===== config.mk =====
export PLATFORM = sky130hd
export DESIGN_NAME = csr_wo_pulse_bank
export DESIGN_NICKNAME = d
export VERILOG_FILES = /design/src/rtl/csr_wo_pulse_bank.sv
export SDC_FILE = /design/constraint.sdc
export NUM_CORES = 1
export LEC_CHECK = 0
export ABC_AREA = 1
export CORE_MARGIN = 2
export CORE_UTILIZATION = 55
export CTS_CLUSTER_DIAMETER = 80
export DETAILED_ROUTE_END_ITERATION = 7
export DONT_BUFFER_PORTS = 1
export PLACE_DENSITY = 0.7
export SYNTH_ARGS = -nofsm -noshare
export SYNTH_HDL_FRONTEND = slang
export SYNTH_SLANG_ARGS = --single-unit

===== constraint.sdc =====
create_clock -name clk -period 3.2 [get_ports clk]
set_input_delay 0.8 -clock clk [delete_from_list [all_inputs] [get_ports clk]]
set_output_delay 0.8 -clock clk [all_outputs]
set_load 0.005 [all_outputs]

===== src/rtl/csr_wo_pulse_bank.sv =====
// csr_wo_pulse_bank: bank of write-only CSRs mixing held bits and
// self-clearing pulse bits; reads always return zero.
module csr_wo_pulse_bank #(
  parameter int unsigned       ADDR_W        = 16,
  parameter int unsigned       DATA_W        = 32,
  parameter int unsigned       STRB_W        = DATA_W / 8,
  parameter int unsigned       NUM_REGS      = 4,
  parameter logic [ADDR_W-1:0] BASE_ADDR     = 'h30,
  parameter logic [DATA_W-1:0] PULSE_MASK    = 'h1,
  parameter int unsigned       PULSE_LEN     = 1,
  parameter bit                BLOCK_ON_BUSY = 1'b0
) (
  input  logic                         clk,
  input  logic                         rst,
  input  logic [ADDR_W-1:0]            lb_waddr,
  input  logic [DATA_W-1:0]            lb_wdata,
  input  logic                         lb_wen,
  input  logic [STRB_W-1:0]            lb_wstrb,
  output logic                         lb_wready,
  input  logic [ADDR_W-1:0]            lb_raddr,
  input  logic                         lb_ren,
  output logic [DATA_W-1:0]            lb_rdata,
  output logic                         lb_rvalid,
  output logic [NUM_REGS*DATA_W-1:0]   csr_val_out,
  output logic [NUM_REGS*DATA_W-1:0]   csr_pulse_out,
  output logic [NUM_REGS-1:0]          csr_wstb_out,
  output logic [NUM_REGS-1:0]          csr_busy_out
);

  localparam logic [7:0] PL = 8'(PULSE_LEN);

  logic [DATA_W-1:0]   w_bm;
  logic [NUM_REGS-1:0] w_hit;
  logic [NUM_REGS-1:0] w_blk;
  logic [NUM_REGS-1:0] w_acc;
  logic                r_rvalid;
  logic                w_unused;

  always_comb begin
    w_bm = '0;
    for (int b = 0; b < int'(STRB_W); b++) begin
      w_bm[b*8 +: 8] = {8{lb_wstrb[b]}};
    end
  end

  assign lb_wready = !(BLOCK_ON_BUSY && (|w_blk));

  for (genvar i = 0; i < int'(NUM_REGS); i++) begin : g_reg
    localparam logic [ADDR_W-1:0] LA =
      BASE_ADDR + ADDR_W'(i * STRB_W);

    logic [DATA_W-1:0] r_val;
    logic [DATA_W-1:0] r_pul;
    logic [DATA_W-1:0] w_vnew;
    logic [DATA_W-1:0] w_pnew;
    logic [DATA_W-1:0] w_pnxt;
    logic [7:0]        r_cnt;
    logic [7:0]        w_cnxt;
    logic              r_wstb;
    logic              r_busy;

    assign w_hit[i] = (lb_waddr == LA);
    assign w_blk[i] = w_hit[i] && (r_cnt != 8'd0);
    assign w_acc[i] = lb_wen && lb_wready && w_hit[i];

    assign w_vnew = (r_val & ~w_bm)
                  | (lb_wdata & ~PULSE_MASK & w_bm);
    assign w_pnew = (r_pul & ~w_bm)
                  | (lb_wdata & PULSE_MASK & w_bm);

    // A write landing on the expiry edge wins and reloads.
    always_comb begin
      w_pnxt = r_pul;
      w_cnxt = r_cnt;
      if (w_acc[i]) begin
        w_pnxt = w_pnew;
        if (|w_pnew) begin
          w_cnxt = PL;
        end
      end else if (r_cnt > 8'd1) begin
        w_cnxt = r_cnt - 8'd1;
      end else if (r_cnt == 8'd1) begin
        w_pnxt = '0;
        w_cnxt = 8'd0;
      end
    end

    always_ff @(posedge clk or negedge rst) begin
      if (!rst) begin
        r_val  <= '0;
        r_pul  <= '0;
        r_cnt  <= 8'd0;
        r_wstb <= 1'b0;
        r_busy <= 1'b0;
      end else begin
        if (w_acc[i]) begin
          r_val <= w_vnew;
        end
        r_pul  <= w_pnxt;
        r_cnt  <= w_cnxt;
        r_wstb <= w_acc[i];
        r_busy <= (w_cnxt != 8'd0);
      end
    end

    assign csr_val_out[i*DATA_W +: DATA_W]   = r_val;
    assign csr_pulse_out[i*DATA_W +: DATA_W] = r_pul;
    assign csr_wstb_out[i]                   = r_wstb;
    assign csr_busy_out[i]                   = r_busy;
  end

  always_ff @(posedge clk or negedge rst) begin
    if (!rst) begin
      r_rvalid <= 1'b0;
    end else begin
      r_rvalid <= lb_ren;
    end
  end

  assign lb_rvalid = r_rvalid;
  assign lb_rdata  = '0;
  assign w_unused  = ^lb_raddr;

endmodule


# [Word level (Yosys, flattened, before mapping)]
# Cells that the tools add are included.
[word_totals] reg_bits=297 inputBits=72 out_inout_bits=298 elab_cells=108
[op_classes] add_sub_neg=4 order_cmp=4 eq_ne=12 n_mux=28 bitwise=19 reduce_logical=20
[op_table] operator="$mux W32" n=12
[op_table] operator="$and A32 B32 Y32" n=9
[op_table] operator="$or A32 B32 Y32" n=8
[op_table] operator="$mux W8" n=16
[op_table] operator="$reduce_or A32 Y1" n=4
[op_table] operator="$eq A16 B6 Y1 const B" n=4
[op_table] operator="$and A1 B32 Y32" n=1
[op_table] operator="$eq A8 B1 Y1 const B" n=4
[op_table] operator="$gt A8 B1 Y1 const B" n=4
[op_table] operator="$not A32 Y32" n=1
[op_table] operator="$reduce_bool A8 Y1" n=4
[op_table] operator="$sub A8 B1 Y8 const B" n=4
[op_table] operator="$ne A2 B2 Y1 const B" n=4
[op_table] operator="$reduce_and A2 Y1" n=4
[op_table] operator="$reduce_bool A2 Y1" n=4
[op_table] operator="$logic_and A1 B1 Y1" n=4

# [Logic depth before layout (Yosys ltp)]
[logic_depth] word_depth=7 ltp_mapped=14 depth_no_buf=13

# [Worst setup path after synthesis]
# Ideal clock, no wire load.
[synth_path] path_kind="input-to-reg" startpoint="input port lb_wstrb[0]" endpoint="register g_reg[3].r_busy" setup_time_ns=0.119 arrival_ns=2.036 slack_ns=1.045 stages=13 path_buffers=1 path_cell_list="clkbuf_1 -> nand2_1 -> nand3_1 -> nor2_1 -> nand2_1 -> nor2_1 -> nand2_1 -> nand2_1 -> inv_2 -> nor2_1 -> nand2_1 -> nor2_1 -> nand2_1"
[synth_via] elab_chain_len=7
[synth_lines] item="from (decl)" line="18" rtl="input logic [STRB_W-1:0] lb_wstrb,"
[synth_lines] item="$not A32 Y32" line="68" rtl="assign w_pnew = (r_pul & ~w_bm)"
[synth_lines] item="$and A32 B32 Y32" line="68"
[synth_lines] item="$or A32 B32 Y32 *" line="69" rtl="| (lb_wdata & PULSE_MASK & w_bm);"
[synth_lines] item="$reduce_or A32 Y1 *" line="77" rtl="if (|w_pnew) begin"
[synth_lines] item="$mux W8 *" line="77"
[synth_lines] item="$mux W8 *" line="75" rtl="if (w_acc[i]) begin"
[synth_lines] item="$reduce_bool A8 Y1 *" line="102" rtl="r_busy <= (w_cnxt != 8'd0);"
[synth_lines] item="to (signal assigned)" line="102"
[synth_lines] item="to (decl)" line="60" rtl="logic r_busy;"
# Every way passes the cells marked *; elsewhere a longest branch is shown, timed or not.
# A chain may end at the register's enable or synchronous reset.

# [Final worst setup path]
[layout_path] startpoint="input port lb_waddr[7]" endpoint="register g_reg[3].r_pul[13]"
[layout_via] elab_chain_len=4
[layout_lines] item="from (decl)" line="15" rtl="input logic [ADDR_W-1:0] lb_waddr,"
[layout_lines] item="$eq A16 B6 Y1 *" line="62" rtl="assign w_hit[i] = (lb_waddr == LA);"
[layout_lines] item="$logic_and A1 B1 Y1 *" line="64" rtl="assign w_acc[i] = lb_wen && lb_wready && w_hit[i];"
[layout_lines] item="$ne A2 B2 Y1 (no source line) or $reduce_bool A2 Y1 (tied branches)"
[layout_lines] item="$reduce_and A2 Y1 (no source line)"
[layout_lines] item="to (signal assigned)" line="99" rtl="r_pul <= w_pnxt;"
[layout_lines] item="to (decl)" line="53" rtl="logic [DATA_W-1:0] r_pul;"
# Marks and branches as above.

==> impl_metrics.json <==
{
  "outcome": "finished with violations",
  "failed_checks": "negative hold slack",
  "clock_path_buffers": 3,
  "final_nets": 1576,
  "worst_setup_path_start_kind": "input pin",
  "die-area_um2": 24430,
  "io_buffer_count": 0,
  "dr.pass1.iters": 5,
  "critPathArrivalTime_ns": 2.69,
  "critPathMaxFanout": 17,
  "relSlewSlack_pct": 49.94,
  "worstMarginPinSlew_ns": 0.7508,
  "diodes": 0,
  "worstSkewPairLatency_ns": 0.55,
  "start_util_pct": 56.18,
  "yosysWarnings": 0,
  "initialDrtViolationCount": 652,
  "syn_avg_cell_area_um2": 8.556,
  "drive_gt1_share_pct": 5.464,
  "crit_required_ns": 3.60,
  "maxCapViolations": 0,
  "worst-path-buf-inv": 2,
  "p_total_mw": 9.676,
  "grt_pass1_wl_um": 46790,
  "hold_violations": 71,
  "end_kind": "flip-flop",
  "irDropWorstVdd_v": 0.0004933,
  "critPathKind": "input pin to flip-flop",
  "cellPowerDensity_nw_per_um2": 698.2,
  "setup_viol_count_final": 0,
  "ios": 370,
  "cts_resized": 0,
  "hold_path_class": "input pin to asynchronous set/reset pin",
  "drtAntennaViolNets": 0,
  "antenna_found_initial": 0,
  "drv_slew": 0,
  "grt_pass1_vias": 8741,
  "rsz0062_at_grt": "no",
  "core-area_um2": 22710,
  "layout_common_cells": "354 x nand2_1, 297 x dfrtp_1, 242 x nor2_1",
  "die_h_um": 156.3,
  "ys_seq_area_share_pct": 58.26,
  "area_delta_synth_final_pct": 8.631,
  "synth_cells": 1491,
  "final_area_um2": 13860,
  "synth.distinct_cells": 31,
  "drc": 0,
  "synth_area_um2": 12760,
  "path_cells": "nor2_1 > nand2_1 > nor2_1 > nand3_1 > inv_1 > nand2_1 > buf_4 > o21ai_1 > nor2_1",
  "gp_congestion": 0.8721,
  "slowest_delay_ns": 0.46,
  "whs_ns": -0.04431,
  "place_hpwl_um": 21310,
  "cts-root-buf": "clkbuf_16",
  "cts_buffers": 31,
  "reg2regPathDepth": 13,
  "totalNegativeSetupSlack_ns": 0,
  "clock_sinks": 297,
  "final_common_cell": "nand2_1",
  "cp_slowest_cell": "inv_1",
  "routed_wl_um": 29910,
  "place_area_um2": 12860,
  "path_delay_family": "simple AND/OR/NAND/NOR gates",
  "clkSlewWorstSetupHoldPaths_ns": 0.06,
  "clock_skew_ns": 0.01703,
  "rows": 55,
  "cts_tree": "yes",
  "grt_overflow": 0,
  "post-cts-setup-buffers": 0,
  "grt_use_total_pct": 24.13,
  "cpMostUsedCell": "nor2_1",
  "vias": 9299,
  "die-width_um": 156.3,
  "synth_seq_cells": 297,
  "p_leak_nw": 7.223,
  "period_minus_slack_ns": 2.294,
  "htreeDepth": 1,
  "viasPerCell": 5.155,
  "grt_max_degree": 298,
  "fmax_mhz": 435.9,
  "avgRoutedWirePerCell_um": 16.58,
  "period_share_pct": 71.70,
  "crit_cells": 9
}
-- Yosys cell counts (all sizes together) --
master | count | area share [%]
a21oi | 18 | 0.71
a31oi | 1 | 0.049
and2 | 2 | 0.098
buf | 53 | 3.0
clkbuf | 14 | 0.41
conb | 2 | 0.059
dfrtp | 297 | 58
ha | 8 | 0.78
inv | 222 | 6.5
nand2 | 359 | 11
nand3 | 59 | 2.4
nand3b | 1 | 0.059
nand4 | 25 | 1.2
nor2 | 252 | 7.9
nor3 | 1 | 0.039
o21a | 6 | 0.35
o21ai | 148 | 6.0
o22ai | 1 | 0.049
or2 | 1 | 0.049
xnor2 | 17 | 1.2
xor2 | 4 | 0.27
-- where the power goes --
| group | total, mW | internal (mW) | switching, mW |
|---|---|---|---|
| clock network | 3.54 | 2.09 | 1.44 |
| logic | 1.53 | 0.609 | 0.922 |
| registers | 4.61 | 4.17 | 0.436 |
-- logic make-up after synthesis --
family                     Yosys count  share of synthesized area (%)
other                                2                        0.05887
DFF                                297                          58.26
buffers and inverters              289                          9.935
AOI/OAI and AO/OA                  174                          7.111
xor gates and xnor gates            21                          1.442
adders and majority gates            8                         0.7847
and+or+nand+nor                    700                          22.41
-- metrics by stage --
stage          setup slack (ns)  hold slack (ns)  instances  util, %
6_report                 0.9057         -0.04431       1804    61.02
3_3_place_gp             0.4377           0.4969       1748    56.61
3_5_place_dp             0.3734           0.5044       1748    56.61
4_1_cts                  0.9105         -0.07361       1804    61.02
2_1_floorplan             1.045           0.4763       1522        -
5_1_grt                  0.7022         -0.06580       1804    61.02
-- area by class of cell --
| type | instances | area (µm²) |
|---|---|---|
| tap | 285 | 356.6 |
| clock buffer | 43 | 850.8 |
| timing repair buffer | 8 | 60.06 |
| multi-input combinational | 936 | 4174 |
| fill | 1971 | 8851 |
| clock inverter | 13 | 151.4 |
| inverter | 222 | 833.3 |
| sequential | 297 | 7432 |
-- path summary, 6_finish.rpt --
kind	startpoint	to	slack [ns]
worst max-delay path	lb_waddr[7]	g_reg[3].r_pul[13]$_DFFE_PN0P_	0.91
worst min-delay path	rst	asynchronous set/reset pin	-0.04
worst max register to register	g_reg[2].r_cnt[0]$_DFF_PN0_	g_reg[2].r_busy$_DFF_PN0_	1.03
worst min register to register	flip-flop	flip-flop	0.52
max in group asynchronous	rst	g_reg[1].r_cnt[2]$_DFF_PN0_	2.61
min in group clk	lb_ren	lb_rvalid$_DFF_PN0_	0.29
-- metal layers --
metal  track usage [%]  wire length (µm)
met5                 0                 0
met4             8.519               972
met3             7.089              2580
met2             38.31             13650
met1             31.82             12700
No activity file was read; power rests on OpenSTA's default activity.
